$ cat config.mk
export PLATFORM = sky130hd
export DESIGN_NAME = booth_mac
export DESIGN_NICKNAME = d
export VERILOG_FILES = /design/src/rtl/booth_mac.sv
export SDC_FILE = /design/constraint.sdc
export NUM_CORES = 1
export LEC_CHECK = 0
export CORE_MARGIN = 8
export CORE_UTILIZATION = 40
export CTS_CLUSTER_SIZE = 30
export DETAILED_ROUTE_END_ITERATION = 6
export PLACE_DENSITY = 0.71
export SETUP_SLACK_MARGIN = 0.5
export SYNTH_ARGS = -nofsm -noshare
export SYNTH_HDL_FRONTEND = slang
export SYNTH_SLANG_ARGS = --single-unit
$ cat constraint.sdc
create_clock -name clk -period 2.6 [get_ports clk]
set_input_delay 0.26 -clock clk [delete_from_list [all_inputs] [get_ports clk]]
set_output_delay 0.26 -clock clk [all_outputs]
set_load 0.02 [all_outputs]
$ cat src/rtl/booth_mac.sv
// booth_mac: sequential signed multiply-accumulate, product = x*y + addend.
// Radix-2 Booth recoding, one step per clock; N steps then one add cycle.
module booth_mac #(
    parameter int N = 8
) (
    input  logic           clk,
    input  logic           reset,
    input  logic           start,
    input  logic [N-1:0]   x,
    input  logic [N-1:0]   y,
    input  logic [2*N-1:0] addend,
    output logic [2*N-1:0] product,
    output logic           busy,
    output logic           done
);

    localparam int CW = $clog2(N + 1);

    typedef enum logic [1:0] {IDLE, RUN, ADD} state_t;

    state_t         state_q, state_d;
    logic [N:0]     a_q, a_d;      // partial-product high half, one guard bit
    logic [N:0]     m_q, m_d;      // multiplicand, sign-extended so -M of -2^(N-1) fits
    logic [N-1:0]   q_q, q_d;      // multiplier, shifts out as product low half
    logic           q1_q, q1_d;    // Booth history bit
    logic [2*N-1:0] c_q, c_d;      // latched addend
    logic [CW-1:0]  cnt_q, cnt_d;
    logic [2*N-1:0] product_q, product_d;
    logic           done_q, done_d;
    logic [N:0]     sum;

    assign product = product_q;
    assign done    = done_q;
    assign busy    = (state_q != IDLE);

    // Next-state, Booth step and final accumulate
    always_comb begin
        state_d   = state_q;
        a_d       = a_q;
        m_d       = m_q;
        q_d       = q_q;
        q1_d      = q1_q;
        c_d       = c_q;
        cnt_d     = cnt_q;
        product_d = product_q;
        done_d    = 1'b0;
        sum       = a_q;
        unique case (state_q)
            IDLE: begin
                if (start) begin
                    m_d     = {x[N-1], x};
                    q_d     = y;
                    c_d     = addend;
                    a_d     = '0;
                    q1_d    = 1'b0;
                    cnt_d   = '0;
                    state_d = RUN;
                end
            end
            RUN: begin
                case ({q_q[0], q1_q})
                    2'b01:   sum = a_q + m_q;
                    2'b10:   sum = a_q - m_q;
                    default: sum = a_q;
                endcase
                // arithmetic shift of {A,Q,q_1} right by one
                a_d   = {sum[N], sum[N:1]};
                q_d   = {sum[0], q_q[N-1:1]};
                q1_d  = q_q[0];
                cnt_d = cnt_q + CW'(1);
                if (cnt_q == CW'(N - 1))
                    state_d = ADD;
            end
            ADD: begin
                product_d = {a_q[N-1:0], q_q} + c_q;
                done_d    = 1'b1;
                state_d   = IDLE;
            end
            default: state_d = IDLE;
        endcase
    end

    // State registers, all cleared by async reset
    always_ff @(posedge clk or posedge reset) begin
        if (reset) begin
            state_q   <= IDLE;
            a_q       <= '0;
            m_q       <= '0;
            q_q       <= '0;
            q1_q      <= 1'b0;
            c_q       <= '0;
            cnt_q     <= '0;
            product_q <= '0;
            done_q    <= 1'b0;
        end else begin
            state_q   <= state_d;
            a_q       <= a_d;
            m_q       <= m_d;
            q_q       <= q_d;
            q1_q      <= q1_d;
            c_q       <= c_d;
            cnt_q     <= cnt_d;
            product_q <= product_d;
            done_q    <= done_d;
        end
    end

endmodule

# Word level (Yosys, flattened, before mapping)
# Cells that the tools add are included.
[classes]
muxes = 13
eq_ne = 7
n_addsub = 4
n_reduce_logical = 6
[op_table]
columns = ["op", "n"]
rows = [
  ["$pmux 9 s2", 2],
  ["$add 16x16->16", 1],
  ["$pmux 8 s2", 1],
  ["$add 9x9->9", 1],
  ["$mux 9", 1],
  ["$sub 9x9->9", 1],
  ["$mux 8", 1],
  ["$pmux 4 s2", 1],
  ["$reduce_and 2->1", 3],
  ["$add 4x1->4 const B", 1],
  ["$eq 2x1->1 const B", 2],
  ["$eq 2x2->1 const B", 2],
  ["$eq 4x3->1 const B", 1],
  ["$mux 2", 2],
  ["$mux 4", 1],
  ["$ne 2x2->1 const B", 2],
  ["$pmux 2 s2", 1],
  ["$reduce_bool 2->1", 2],
  ["$logic_not 2->1", 1],
  ["$mux 1", 2],
  ["$pmux 1 s2", 1],
]
[word_totals]
input_bits = 35
output_inout_bits = 18
register_bits = 65
elab_cells = 39

# Depth between registers and ports, before layout
[logic_depth]
ltp_word = 3
mapped_depth = 12

# Worst setup path after synthesis
# Ideal clock, no wire load.
[synth_timing]
kind = "flip-flop to flip-flop"
from = "register q1_q"
to = "register a_q[7]"
setup_ns = 0.140
path_slack_ns = -0.047
path_buffers = 1
arrival_ns = 2.508
path_stages_with_launch = 12
t_required_ns = 2.460
cell_sequence = "dfrtp_1 -> inv_1 -> ha_1 -> clkbuf_1 -> mux2_2 -> fa_1 -> and2b_1 -> o211ai_1 -> a22oi_1 -> xnor2_1 -> o311ai_0 -> o41ai_1"
[synth_between]
elab_chain_len = 3
elab_cells_between_ends = 4
cone_classes = "2 x eq/ne; 2 x mux"
[synth_rtl]
columns = ["element", "line", "source"]
rows = [
  ["from (decl)", "25", "logic q1_q, q1_d;"],
  ["from (signal assigned)", "100", "q1_q <= q1_d;"],
  ["$eq 2x2->1 or $eq 2x1->1 (tied branches)", "61", "case ({q_q[0], q1_q})"],
  ["$pmux 9 s2 *", "61", ""],
  ["$pmux 9 s2 *", "48", "unique case (state_q)"],
  ["to (signal assigned)", "87", "a_q <= '0;"],
  ["to (signal assigned)", "97", "a_q <= a_d;"],
  ["to (decl)", "22", "logic [N:0] a_q, a_d;"],
]
# Mark *: on every way between the ends. The rest lies on a longest branch, timed or not.
# A chain may end at the register's enable or synchronous reset.

# Worst setup path after layout
[layout_timing]
from = "register m_q[0]"
to = "register a_q[4]"
[layout_between]
elab_chain_len = 3
elab_cells_between_ends = 4
cone_classes = "2 x add/sub; 2 x mux"
[layout_rtl]
columns = ["element", "line", "source"]
rows = [
  ["from (decl)", "23", "logic [N:0] m_q, m_d;"],
  ["from (signal assigned)", "98", "m_q <= m_d;"],
  ["$sub 9x9->9 or $add 9x9->9 (tied branches)", "63, 62", ""],
  ["$pmux 9 s2 *", "61", ""],
  ["$pmux 9 s2 *", "48", ""],
]
# Marked as above.

==> summary.md <==
| Metric | Value |
|---|---|
| Top fanout value on the critical path | 4 |
| RSZ-0062 raised after global routing | true |
| Syn-to-layout area delta | 34.0% |
| Syn avg cell area | between 8 and 9 um2 |
| Hpwl dp | ~6.4 mm |
| CTS tree | done |
| Clk root buf | clkbuf_8 |
| DR WL/cell | about 15 um |
| Clk_skew | between 8 and 9 ps |
| IO Pins | 53 |
| Share of layout cells above drive strength 1 | between 10% and 20% |
| R2R setup slack | 40 ps |
| Die area | 12700 um2 |
| Synth cell types | 49 |
| Fmax | about 390 MHz |
| Clock Path Buffers | 2 |
| N_diodes | 0 |
| Most frequent cells in the layout | 110 x nand2_1, 64 x dfrtp_1, 52 x clkdlybuf4s50_1 |
| Std cell rows | 35 |
| Max-cap viol count | 0 |
| Power Density | ~1700 nW/um2 |
| Num CTS Buffers | 9 |
| Final Wtd Congestion | ~0.86 |
| Detailed Routing Iterations Pass 1 | 5 |
| Fraction of registers with async set/reset | 100% |
| Vias | between 3000 and 4000 |
| Outcome | complete, no violations |
| VDD IR max | about 0.00063 V |
| Worst-path clk slew | roughly 80 ps |
| Crit end category | flop |
| Die X | 113 um |
| Critical Path Source Type | flop |
| Reg2reg path depth | 11 |
| Later-pin clock latency in the skew report | around 340 ps |
| FF+latch count, synth | between 60 and 70 |
| FF-to-FF Start | m_q[0] |
| DR iter-0 viols | between 100 and 150 |
| Leakage dissipation | 2.31 nW |
| Antenna Violating Nets Remaining | 0 |
| Register area share after synthesis | around 43% |
| Largest net degree at the start of global routing | 65 |
| Fill cells | between 800 and 900 |
| Final count of hold timing violations | 0 |
| Top cells by area, synth | dfrtp_1 43%, nand2_1 11%, ha_1 8.7% |
| Buffers added on ports | 52 |
| Final period util | a little over nine tenths |
| Core Region | roughly 9000 um2 |
| EDFF count, synth | 0 |
| Reg2reg end | a_q[4] |
| Synth warn | 0 |
| Largest area contributor in the synthesized netlist | dfrtp_1 |
| Max-slew headroom | a little under three fifths |
| Slew @ Worst Pin | just under 700 ps |
| Crit Path Category | reg -> reg |
| Initial Util | about two fifths |
| Commonest non-fill, non-tap cell in the layout | nand2_1 |
| WHS | between 300 and 400 ps |
| First-pass GRT wire length | 15.2 mm |
| Syn Nets | between 400 and 500 |
| Cell Area, Synth | between 3000 and 4000 um2 |
| Vias in the first global route | approximately 3300 |
| Clk sink count | 64 |
| Die Y | about 110 um |
| Final wirelength | roughly 9.0 mm |
| GRT Total Usage | roughly 15% |
| HP Class | in -> async |
| Tmin final | ~2600 ps |
| Synthesized instance count | approximately 420 |
| Worst EP arrival | around 2800 ps |
| Initial antenna violation count | 0 |
| Vias/cell | roughly 5.3 |
| Layout Nets | 557 |
| Slew Limit Fails | 0 |
| DRC | 0 |
| Post-synth top area share | 42.9% |
| WP data required | ~2900 ps |
| # setup viols final | 0 |
| H-tree Lvls | 3 |
| Gr ovfl total | 0 |
| Synth Flop Type | dfrtp_1 |
| Setup TNS | 0 ps |
sequential cells by signal, indices dropped and copies added, names as in the netlist:
name and cells:
a_q 8, c_q 16, cnt_q 4, done 1, m_q 8, product 16
q1_q 1, q_q 8, state_q 2
area by class of cell:
cell class	instances	area [um2]	area share, %
tap	111	139	2.78
multi-input combinational	324	2180	43.6
timing repair buffer	80	758	15.2
clock buffer	12	165	3.30
sequential	64	1600	32.0
inverter	15	56.3	1.13
clock inverter	4	98.8	1.98
logic make-up after synthesis:
family                   after synthesis  synth area share (%)
adder cells (fa/ha/maj)               28                  9.79
AO/OA/AOI/OAI                         97                  16.9
AND/OR/NAND/NOR                      170                  19.7
flip-flops                            64                  42.9
buffers and inverters                 35                  3.62
XOR/XNOR                              23                  5.40
multiplexers                           6                  1.64
worst max-delay path, stage by stage (launching register included):
cell	delay, ps
dfrtp_1	430
inv_2	110
ha_4	200
mux2_4	280
inv_2	70
ha_4	190
nor2b_4	120
o31a_1	260
o21a_1	220
o21a_1	200
o311a_1	330
nor2_1	80
Yosys cell counts (2+ instances only):
cell / n
and3_1: 2
nand4_1: 7
buf_2: 3
nand3_1: 10
xnor2_1: 15
o21a_1: 6
o21ai_0: 33
nand2_1: 111
ha_1: 26
xor2_1: 8
fa_1: 2
and2b_1: 2
clkbuf_1: 17
o31ai_1: 3
a21o_1: 5
nor2b_1: 4
nand2b_1: 5
dfrtp_1: 64
mux2i_1: 5
inv_1: 15
a31oi_1: 6
a211oi_1: 5
o211ai_1: 3
nor3_1: 6
a22oi_1: 7
a21oi_1: 14
nor2_1: 17
layer usage:
layer,share of wire [%],GRT usage (%)
met5,0,0
met4,1.0,5.40
met2,48,23.9
met3,5.2,3.92
met1,46,18.1
power breakdown:
| group | total (W) | internal [W] | switching, W |
|---|---|---|---|
| Combinational | 0.00528 | 0.00255 | 0.00272 |
| Sequential | 0.00187 | 0.00146 | 0.000413 |
| Clock | 0.00113 | 0.000718 | 0.000410 |
through the flow:
stage | power [W] | std cells | area (um2) | util [%] | setup slack (ps)
after detailed placement | 0.00630 | 574 | 4400 | 48.1 | 5.16
after global placement | 0.00616 | 574 | 4400 | 48.1 | 97.2
final | 0.00828 | 610 | 5000 | 54.6 | 42.7
after CTS | 0.00799 | 606 | 4900 | 53.5 | 65.3
after global routing | 0.00893 | 610 | 5000 | 54.6 | -188
after floorplan | 0.00520 | 423 | 3760 | - | 174
what timing repair did:
action | in CTS | in global routing
buffers inserted | 16 | 4
setup endpoints to repair | 9 | 15
resized for setup | 25 | 14
hold buffers | 0 | 0
pin swaps | 17 | 8
worst max-delay path by stage:
stage / to / slack, ps / cells past startpoint / startpoint
6_report: a_q[4] / 40 / 11 / m_q[0]
5_1_grt: a_q[7] / -190 / 12 / m_q[0]
3_3_place_gp: a_q[7] / 100 / 10 / m_q[0]
2_1_floorplan: a_q[7] / 170 / 11 / q1_q
3_5_place_dp: a_q[7] / 5 / 10 / m_q[0]
4_1_cts: a_q[7] / 70 / 10 / m_q[2]
Power figures use the tool's default switching activity.
